**src/rtl/alu_pkg.sv**
```systemverilog
// Shared decode constants and the issue-stage record for the RV32I ALU issue/writeback stage.
package alu_pkg;

  localparam int XLEN = 32;

  localparam logic [6:0] OPC_OP     = 7'h33;
  localparam logic [6:0] OPC_OP_IMM = 7'h13;

  typedef enum logic [2:0] {
    ADD_SUB = 3'd0,
    SLL     = 3'd1,
    SLT     = 3'd2,
    SLTU    = 3'd3,
    XOR     = 3'd4,
    SRL_SRA = 3'd5,
    OR      = 3'd6,
    AND     = 3'd7
  } funct3_e;

  localparam logic [6:0] F7_BASE    = 7'h00;
  localparam logic [6:0] F7_ALT     = 7'h20;
  localparam logic [6:0] F7_INVALID = 7'h7F;

  // Operands and control held in the ISSUE register and presented to the ALU.
  typedef struct packed {
    logic [XLEN-1:0] lhs;
    logic [XLEN-1:0] rhs;
    funct3_e         op;
    logic [6:0]      meta;
    logic [4:0]      rd;
  } issue_t;

  // Shift encodings take a 5-bit shamt instead of a full operand.
  function automatic logic is_shift(input funct3_e f);
    return (f == SLL) || (f == SRL_SRA);
  endfunction

endpackage

```
**src/rtl/rv_alu_decode.sv**
```systemverilog
// Combinational decode of an RV32I OP / OP-IMM word plus register data into ALU operands.
module rv_alu_decode
  import alu_pkg::*;
(
  input  logic [31:0]     instr,
  input  logic [XLEN-1:0] rs1_data,
  input  logic [XLEN-1:0] rs2_data,
  output issue_t          dec,
  output logic            uses_rs2
);

  logic [6:0] opcode;
  funct3_e    f3;

  assign opcode = instr[6:0];
  assign f3     = funct3_e'(instr[14:12]);

  // Select operands per opcode; unknown opcodes get a funct7 no ALU accepts so they retire as illegal.
  always_comb begin
    dec.lhs  = rs1_data;
    dec.rhs  = rs2_data;
    dec.op   = f3;
    dec.meta = instr[31:25];
    dec.rd   = instr[11:7];
    uses_rs2 = 1'b0;
    case (opcode)
      OPC_OP: begin
        uses_rs2 = 1'b1;
        if (is_shift(f3)) begin
          dec.rhs = {{(XLEN-5){1'b0}}, rs2_data[4:0]};
        end
      end
      OPC_OP_IMM: begin
        if (is_shift(f3)) begin
          dec.rhs  = {{(XLEN-5){1'b0}}, instr[24:20]};
          dec.meta = instr[31:25];
        end else begin
          // Immediate bits share the funct7 field; keep them out of the ALU's funct7.
          dec.rhs  = {{(XLEN-12){instr[31]}}, instr[31:20]};
          dec.meta = F7_BASE;
        end
      end
      default: begin
        dec.op   = ADD_SUB;
        dec.meta = F7_INVALID;
      end
    endcase
  end

endmodule

```
**src/rtl/alu_issue.sv**
```systemverilog
// Two-stage ALU issue/writeback with a RAW scoreboard (regfile has no bypass path).
module alu_issue
  import alu_pkg::*;
#(
  parameter int DATA_WIDTH = XLEN
) (
  input  logic                  clk,
  input  logic                  rst,
  input  logic                  flush,
  input  logic                  in_valid,
  output logic                  in_ready,
  input  logic [31:0]           in_instr,
  output logic [4:0]            rs1_addr,
  output logic [4:0]            rs2_addr,
  input  logic [DATA_WIDTH-1:0] rs1_data,
  input  logic [DATA_WIDTH-1:0] rs2_data,
  output logic [DATA_WIDTH-1:0] alu_lhs,
  output logic [DATA_WIDTH-1:0] alu_rhs,
  output logic [2:0]            alu_operation,
  output logic [6:0]            alu_metadata,
  input  logic [DATA_WIDTH-1:0] alu_result,
  input  logic                  alu_valid,
  output logic                  wb_valid,
  input  logic                  wb_ready,
  output logic [4:0]            wb_rd,
  output logic [DATA_WIDTH-1:0] wb_data,
  output logic                  wb_illegal
);

  issue_t                dec_next;
  logic                  uses_rs2;
  issue_t                issue_reg;
  logic                  issue_v_reg;
  logic                  wb_v_reg;
  logic [4:0]            wb_rd_reg;
  logic [DATA_WIDTH-1:0] wb_data_reg;
  logic                  wb_illegal_reg;
  logic                  wb_adv;
  logic                  hazard;
  logic                  accept;
  logic [1:0][4:0]       src_addr;
  logic [1:0]            src_used;
  logic [1:0]            src_hit;

  assign rs1_addr = in_instr[19:15];
  assign rs2_addr = in_instr[24:20];

  rv_alu_decode u_decode (
    .instr    (in_instr),
    .rs1_data (rs1_data),
    .rs2_data (rs2_data),
    .dec      (dec_next),
    .uses_rs2 (uses_rs2)
  );

  // rs1 is always read; rs2 only matters for register-register ops.
  assign src_addr[0] = rs1_addr;
  assign src_addr[1] = rs2_addr;
  assign src_used    = {uses_rs2, 1'b1};

  // A source conflicts with any pending producer; illegal WB entries never write, so they don't block.
  genvar gi;
  generate
    for (gi = 0; gi < 2; gi++) begin : g_src
      assign src_hit[gi] = src_used[gi] && (src_addr[gi] != 5'd0) &&
                           ((issue_v_reg && (issue_reg.rd == src_addr[gi])) ||
                            (wb_v_reg && !wb_illegal_reg && (wb_rd_reg == src_addr[gi])));
    end
  endgenerate

  assign hazard   = |src_hit;
  assign wb_adv   = issue_v_reg && (!wb_v_reg || wb_ready);
  assign in_ready = !flush && !hazard && (!issue_v_reg || wb_adv);
  assign accept   = in_valid && in_ready;

  // Stage occupancy: flush empties both stages, otherwise entries move forward in order.
  always_ff @(posedge clk or negedge rst) begin
    if (!rst) begin
      issue_v_reg <= 1'b0;
      wb_v_reg    <= 1'b0;
    end else if (flush) begin
      issue_v_reg <= 1'b0;
      wb_v_reg    <= 1'b0;
    end else begin
      if (accept) begin
        issue_v_reg <= 1'b1;
      end else if (wb_adv) begin
        issue_v_reg <= 1'b0;
      end
      if (wb_adv) begin
        wb_v_reg <= 1'b1;
      end else if (wb_ready) begin
        wb_v_reg <= 1'b0;
      end
    end
  end

  // Stage payloads; an unrecognised ALU op is captured as an illegal entry with zero data.
  always_ff @(posedge clk or negedge rst) begin
    if (!rst) begin
      issue_reg      <= '0;
      wb_rd_reg      <= 5'd0;
      wb_data_reg    <= '0;
      wb_illegal_reg <= 1'b0;
    end else begin
      if (accept) begin
        issue_reg <= dec_next;
      end
      if (wb_adv) begin
        wb_rd_reg      <= issue_reg.rd;
        wb_data_reg    <= alu_valid ? alu_result : '0;
        wb_illegal_reg <= !alu_valid;
      end
    end
  end

  assign alu_lhs       = issue_reg.lhs;
  assign alu_rhs       = issue_reg.rhs;
  assign alu_operation = issue_reg.op;
  assign alu_metadata  = issue_reg.meta;

  assign wb_valid   = wb_v_reg;
  assign wb_rd      = wb_rd_reg;
  assign wb_data    = wb_data_reg;
  assign wb_illegal = wb_illegal_reg;

endmodule
```
**config.mk**
```make
export PLATFORM = sky130hd
export DESIGN_NAME = alu_issue
export DESIGN_NICKNAME = d
export VERILOG_FILES = /design/src/rtl/alu_pkg.sv /design/src/rtl/rv_alu_decode.sv /design/src/rtl/alu_issue.sv
export SDC_FILE = /design/constraint.sdc
export NUM_CORES = 1
export LEC_CHECK = 0
export CORE_ASPECT_RATIO = 0.8
export CORE_MARGIN = 2
export CORE_UTILIZATION = 36
export CTS_CLUSTER_DIAMETER = 80
export DETAILED_ROUTE_END_ITERATION = 8
export PLACE_DENSITY = 0.72
export SLEW_MARGIN = 40
export SYNTH_ARGS = -nofsm -noshare
export SYNTH_HDL_FRONTEND = slang
export SYNTH_SLANG_ARGS = --single-unit
```
**constraint.sdc**
```tcl
create_clock -name clk -period 3.3 [get_ports clk]
set_clock_uncertainty 0.15 [all_clocks]
set_input_delay 0.99 -clock clk [delete_from_list [all_inputs] [get_ports clk]]
set_output_delay 0.99 -clock clk [all_outputs]
set_load 0.02 [all_outputs]
```
# Yosys cells after proc, flatten, opt, wreduce, memory -nomap -nowiden
# Index checks and enable logic that the tools add are counted.
[totals] reg_bits=119 latch_bits=0 ram_bits=0 romBits=0 in_bits=134 output_inout_bits=124 memories=0
[classes] add_sub_neg=0 n_mul=0 n_div=0 n_lt_le_gt_ge=0 eq_ne=8 shifts=0 mux=14 bitwise=0 n_reduce_logical=29
[ops] op="$mux 32" count=3
[ops] op="$pmux 32 s2" count=1
[ops] op="$eq 5x5->1" count=4
[ops] op="$pmux 7 s2" count=1
[ops] op="$logic_and 1x1->1" count=12
[ops] op="$reduce_bool 5->1" count=2
[ops] op="$eq 7x5->1 const B" count=1
[ops] op="$eq 7x6->1 const B" count=1
[ops] op="$mux 1" count=7
[ops] op="$mux 7" count=1
[ops] op="$logic_not 1->1" count=6
[ops] op="$reduce_bool 3->1" count=2
[ops] op="$logic_or 1x1->1" count=5
[ops] op="$reduce_or 2->1" count=2
[ops] op="$eq 3x1->1 const B" count=1
[ops] op="$eq 3x3->1 const B" count=1
[ops] op="$mux 3" count=1

# Longest topological paths before layout
# Gate-level depths: netlist of the first run.
[depth] ltp_word=12 depth_mapped=9 ltp_nobuf=6

# Cells and area by module
# A second synthesis of the first run with hierarchy kept.
[unflattened] cells_unflattened=546 hier_area_um2=6303.5
[modules_own_cells] module="alu_issue" n_inst=1 cells_per_inst=448 area_per_inst_um2=5507.8 seq_area_each_um2=2977.9
[modules_own_cells] module="rv_alu_decode" n_inst=1 cells_per_inst=98 area_per_inst_um2=795.8 seq_area_each_um2=0.0

# Worst setup path before layout of the first run
# OpenSTA, ideal clock, no wires.
[synth_timing] path_kind="input port to output port" startpoint="in in_instr[6]" endpoint="out in_ready" arrival_time_ns=2.112 required_time_ns=2.160 setup_slack_ns=0.048 path_stages=6 n_path_buf=1 cell_sequence="nor4b_2 -> and3_1 -> buf_2 -> nand2_1 -> a211o_1 -> and3_1"
[synth_via] elab_chain_cells=8
[synth_rtl] element="start, declared" line="alu_issue.sv:12" text="input logic [31:0] in_instr,"
[synth_rtl] element="$eq 7x6->1" line="rv_alu_decode.sv:26" text="case (opcode)"
[synth_rtl] element="$mux 1" line="rv_alu_decode.sv:26"
[synth_rtl] element="$logic_and 1x1->1 (2 in a row)" line="alu_issue.sv:65" text="assign src_hit[gi] = src_used[gi] && (src_addr[gi] != 5'd0) &&"
[synth_rtl] element="$reduce_or 2->1" line="alu_issue.sv:71" text="assign hazard = |src_hit;"
[synth_rtl] element="$logic_not 1->1" line="alu_issue.sv:73" text="assign in_ready = !flush && !hazard && (!issue_v_reg || wb_adv);"
[synth_rtl] element="$logic_and 1x1->1 (2 in a row)" line="alu_issue.sv:73"
[synth_rtl] element="end, declared" line="alu_issue.sv:11" text="output logic in_ready,"
# Every way passes these cells.

# Final worst setup path of the first run
[layout_timing] startpoint="in in_instr[23]" endpoint="out in_ready"
[layout_via] elab_chain_cells=8 elab_cells_between_ends=12
[layout_rtl] element="$eq 5x5->1, on equally long branches" line="alu_issue.sv:66, alu_issue.sv:67"
[layout_rtl] element="$logic_and 1x1->1, on equally long branches" line="alu_issue.sv:66, alu_issue.sv:67"
[layout_rtl] element="$logic_or 1x1->1" line="alu_issue.sv:66" text="((issue_v_reg && (issue_reg.rd == src_addr[gi])) ||"
[layout_rtl] element="$logic_and 1x1->1 (*)" line="alu_issue.sv:65"
[layout_rtl] element="$reduce_or 2->1 (*)" line="alu_issue.sv:71"
[layout_rtl] element="$logic_not 1->1 (*)" line="alu_issue.sv:73"
[layout_rtl] element="$logic_and 1x1->1 (*) (2 in a row)" line="alu_issue.sv:73"
# Mark *: on every way between the ends. The rest lies on a longest branch, timed or not.

==> reports/qor.log, run 1 <==
[die] number of primary I/O pins 258
[detailed_routing] average vias per placed instance 4.58
[logic_synthesis] register bit total from synthesis 119
[logic_synthesis] area share of the largest cell type after synthesis 51.0%
[logic_synthesis] number of warning messages in the yosys log 0
[logic_synthesis] mean instance size in the synthesized netlist 10.8 um2
[die] Die X-Extent 146 um
[pwr] Sequential Power Share 36.0%
[pwr] Final Total Pwr 5.02 mW
[detailed_routing] Pre-antenna DRT Iters 6
[die] number of rows created at floorplan 41
[clock_network] clock insertion delay at the later pin of the skew report 0.41 ns
[timing] final setup violating endpoints 1
[placed_design] HPWL reported at the end of detailed placement 11.8 mm
[pwr] power per cell area 564 nW/um2
[setup_path] type of destination of the critical path output port
[pwr] Logic pwr share 26.6%
[detailed_routing] post-detailed-route wirelength per cell 15.9 um
[pwr] Pint 3.61 mW
[setup_path] Crit path buffers/inverters 2
[timing] final worst hold slack 0.333 ns
[job] number of maximum-capacitance violations 0
[timing] sum of negative setup slack -0.147 ns
[setup_path] slowest cell on the critical path a211o_1
[logic_synthesis] Mapped Cells 539
[logic_synthesis] area leader, netlist dfrtp_1
[setup_path] Req. time, crit path 2.16 ns
[grt] vias in the first global route 4785
[setup_path] Critical Setup Path Class in2out
[setup_path] dominant delay contributor by cell family on the critical path simple AND/OR/NAND/NOR gates
[clock_network] TritonCTS clock tree done
[final_layout] count of inserted antenna diode cells 0
[setup_path] critical path arrival 2.31 ns
[pwr] switching part of the total power 28.1%
[pwr] switching pwr 1.41 mW
[timing] unrepaired setup endpoints after global routing true
[placed_design] RD Place Congestion 0.817
[pwr] Pleak 4.03 nW
[grt] leftover overflow at the end of global routing 0
[timing] endpoints failing hold 0
[pwr] proportion of power drawn by the clock network 37.3%
[min_path] worst min-delay path category reg2reg
[final_layout] number of nets at the end of the flow 880
[logic_synthesis] Unique masters post-synth 28
[clock_network] Bufs on Longest Clock Path 2
[final_layout] sequential cell area 2980 um2
[logic_synthesis] leading cell types by total area after synthesis dfrtp_1 51%, buf_4 11%, mux2_1 9.3%, mux2i_1 5.3%, nand2_1 4.8%
[die] effective utilization at floorplan 36.9%
[final_layout] Multi-input gate area 2000 um2
[setup_path] sequence of cells on the critical path buf_8 > xor2_1 > nor4_1 > nand3_1 > a211o_1 > and3_4 > buf_6
[die] area enclosed by the die boundary 17200 um2
[timing] Max-Slew Margin vs Limit 64.7%
[final_layout] area added between synthesis and finish 52.4%
[setup_path] Startpoint Class primary input
[placed_design] count of input and output buffers 257
[setup_path] max incr delay on CP 0.35 ns
[logic_synthesis] sequential cell area fraction in the yosys report 51.0%
[timing] Period minus WS final 3.45 ns
[final_layout] count of filler cells inserted in the layout 1382
[timing] maximum clock rate 290 MHz
[detailed_routing] remaining number of nets flagged by the antenna check after routing 0
[clock_network] depth of the CTS H-tree 4
[timing] slack of the critical path -0.147 ns
[timing] Slew @ Worst Pin 0.528 ns
[clock_network] Post-CTS Hold Fix Bufs 0
[grt] antenna violations before repair 0
[final_layout] ratio of cells with drive above 1 in the final layout 13.3%
[detailed_routing] total DRC errors in the routed layout 0
[clock_network] Num Clock Sinks 119
[setup_path] CP max FO 4
[die] Core ar. 15800 um2
[logic_synthesis] synthesized net count 673
[detailed_routing] Iteration-0 DRC Markers 179
[detailed_routing] total routed wirelength 15.4 mm
[grt] first-pass GRT wire length 25.1 mm
[pwr] maximum VDD drop 0.283 mV
[clock_network] Clock transition at path regs 0.06 ns
[run_status] run status finished, violations left
[die] overall die height 118 um
[logic_synthesis] Netlist Area Pre-Place 5830 um2
[timing] share of the clock period used by the worst path after layout 104%
[grt] maximum number of pins on one net before global-route repair 67
[detailed_routing] number of vias after detailed routing 4455
[timing] pins over their slew limit 0
[grt] gr usage total 18.5%
[clock_network] CTS Buf Count 17
[run_status] violated checks negative setup slack
[clock_network] clock root cell clkbuf_16
[Yosys cell counts]
| master | n |
|---|---|
| nand2b_1 | 2 |
| mux2_1 | 48 |
| dfrtp_1 | 119 |
| buf_4 | 88 |
| mux2_2 | 10 |
| a211o_1 | 1 |
| nor3b_2 | 1 |
| and2_1 | 1 |
| clkbuf_1 | 14 |
| nor2b_1 | 2 |
| a22o_1 | 6 |
| nor4b_2 | 1 |
| nand4_1 | 3 |
| mux2i_1 | 31 |
| xor2_1 | 8 |
| o21ai_0 | 35 |
| buf_2 | 3 |
| o22ai_1 | 1 |
| nor4_1 | 2 |
| a21oi_1 | 29 |
| nand2_1 | 75 |
| or4_1 | 2 |
| nand3_1 | 3 |
| inv_1 | 31 |
| and3_1 | 2 |
| xnor2_1 | 12 |
| nor2_1 | 4 |
| buf_6 | 5 |
[layout by cell type (no fill, tap or decap), types with 2 or more instances in the layout]
master and n:
clkdlybuf4s50_1 239, dfrtp_1 119, nand2_1 74, mux2_1 48
buf_4 35, o21ai_0 34, inv_1 31, mux2i_1 31
a21oi_1 29, clkbuf_16 17, xnor2_1 11, mux2_2 10
xor2_1 8, dlygate4sd2_1 7, a22o_1 6, buf_12 6
buf_2 5, nor2_1 4, clkinvlp_4 4, nand3_1 3
nand4_1 3, bufinv_16 3, clkinv_2 3, buf_6 3
nor2b_1 2, nor4_1 2, and3_4 2, clkinv_4 2
clkbuf_8 2
[layout make-up]
class | instances | share of cell area, %
Clock buffer | 19 | 5.09
Clock inverter | 12 | 1.72
Inverter | 31 | 1.31
Multi-Input combinational cell | 279 | 22.5
Sequential cell | 119 | 33.5
Tap cell | 215 | 3.02
Timing Repair Buffer | 298 | 32.9
[logic make-up after synthesis]
logic type	count (synthesis)	share of synthesized area, %
AO/OA/AOI/OAI	72	6.65
buffers and inverters	141	15.4
AND/OR/NAND/NOR	98	7.36
flip-flops	119	51.0
XOR/XNOR	20	3.00
multiplexers	89	16.5
[power groups by stage]
stage	clock (mW)	combinational [mW]	sequential [mW]
5_1_grt	2.00	1.42	1.84
3_3_place_gp	0	1.32	1.82
3_5_place_dp	0	1.34	1.83
2_1_floorplan	0	0.683	1.90
4_1_cts	1.92	1.35	1.81
6_report	1.87	1.34	1.81
[worst paths after layout]
kind	from	end	slack, ns	cells after the start
hold / removal	wb_data[19]	wb_data[19]	0.33	2
min in group asynchronous	rst	wb_data[8]	0.39	1
hold reg to reg	wb_data[19]	wb_data[19]	0.33	2
setup reg to reg	issue_reg[0]	alu_rhs[30]	0.79	8
max in group asynchronous	rst	alu_rhs[28]	1.88	2
setup / recovery	in_instr[23]	in_ready	-0.15	7
[routing by layer]
metal  vias up  wire length, um  global-route usage [%]
li1       2110                -                       -
met1      2183             6370                    22.2
met4         0              270                    6.49
met2       139             7850                    31.5
met3        23              931                    5.81
met5         -                0                       0
[worst reg2reg max path, delay by kind of cell (launching register included)]
| family | cells | cell delay, ns |
|---|---|---|
| multiplexers | 1 | 0.24 |
| buffers and inverters | 2 | 0.45 |
| AND/OR/NAND/NOR | 3 | 0.64 |
| XOR/XNOR | 1 | 0.17 |
| AO/OA/AOI/OAI | 1 | 0.35 |
| flip-flops | 1 | 0.43 |
[per-stage QoR]
step           utilization (%)  instances  area, um2  setup slack [ns]
6_report                  56.3        973       8890            -0.147
5_1_grt                   56.3        973       8890            -0.189
3_5_place_dp              52.2        939       8250             -1.01
3_3_place_gp              52.2        939       8250            -0.967
4_1_cts                   56.2        971       8880            -0.153
2_1_floorplan                -        539       5830            0.0484
[repair_timing]
item,4_1_cts,5_1_grt
gates resized for setup,59,2
setup endpoints to repair,11,1
buffers inserted,1,2
pin swaps,13,3
(Power assumes the default switching activity.)
==> run 2: changes to the inputs <==
--- a/config.mk
+++ b/config.mk
@@ -10,6 +10,7 @@
 export CORE_UTILIZATION = 36
 export CTS_CLUSTER_DIAMETER = 80
 export DETAILED_ROUTE_END_ITERATION = 8
+export HOLD_SLACK_MARGIN = 0.1
 export PLACE_DENSITY = 0.72
 export SLEW_MARGIN = 40
 export SYNTH_ARGS = -nofsm -noshare
==> results of run 2 <==
No change in the layout: final DEF, timing and power equal those of run 1.
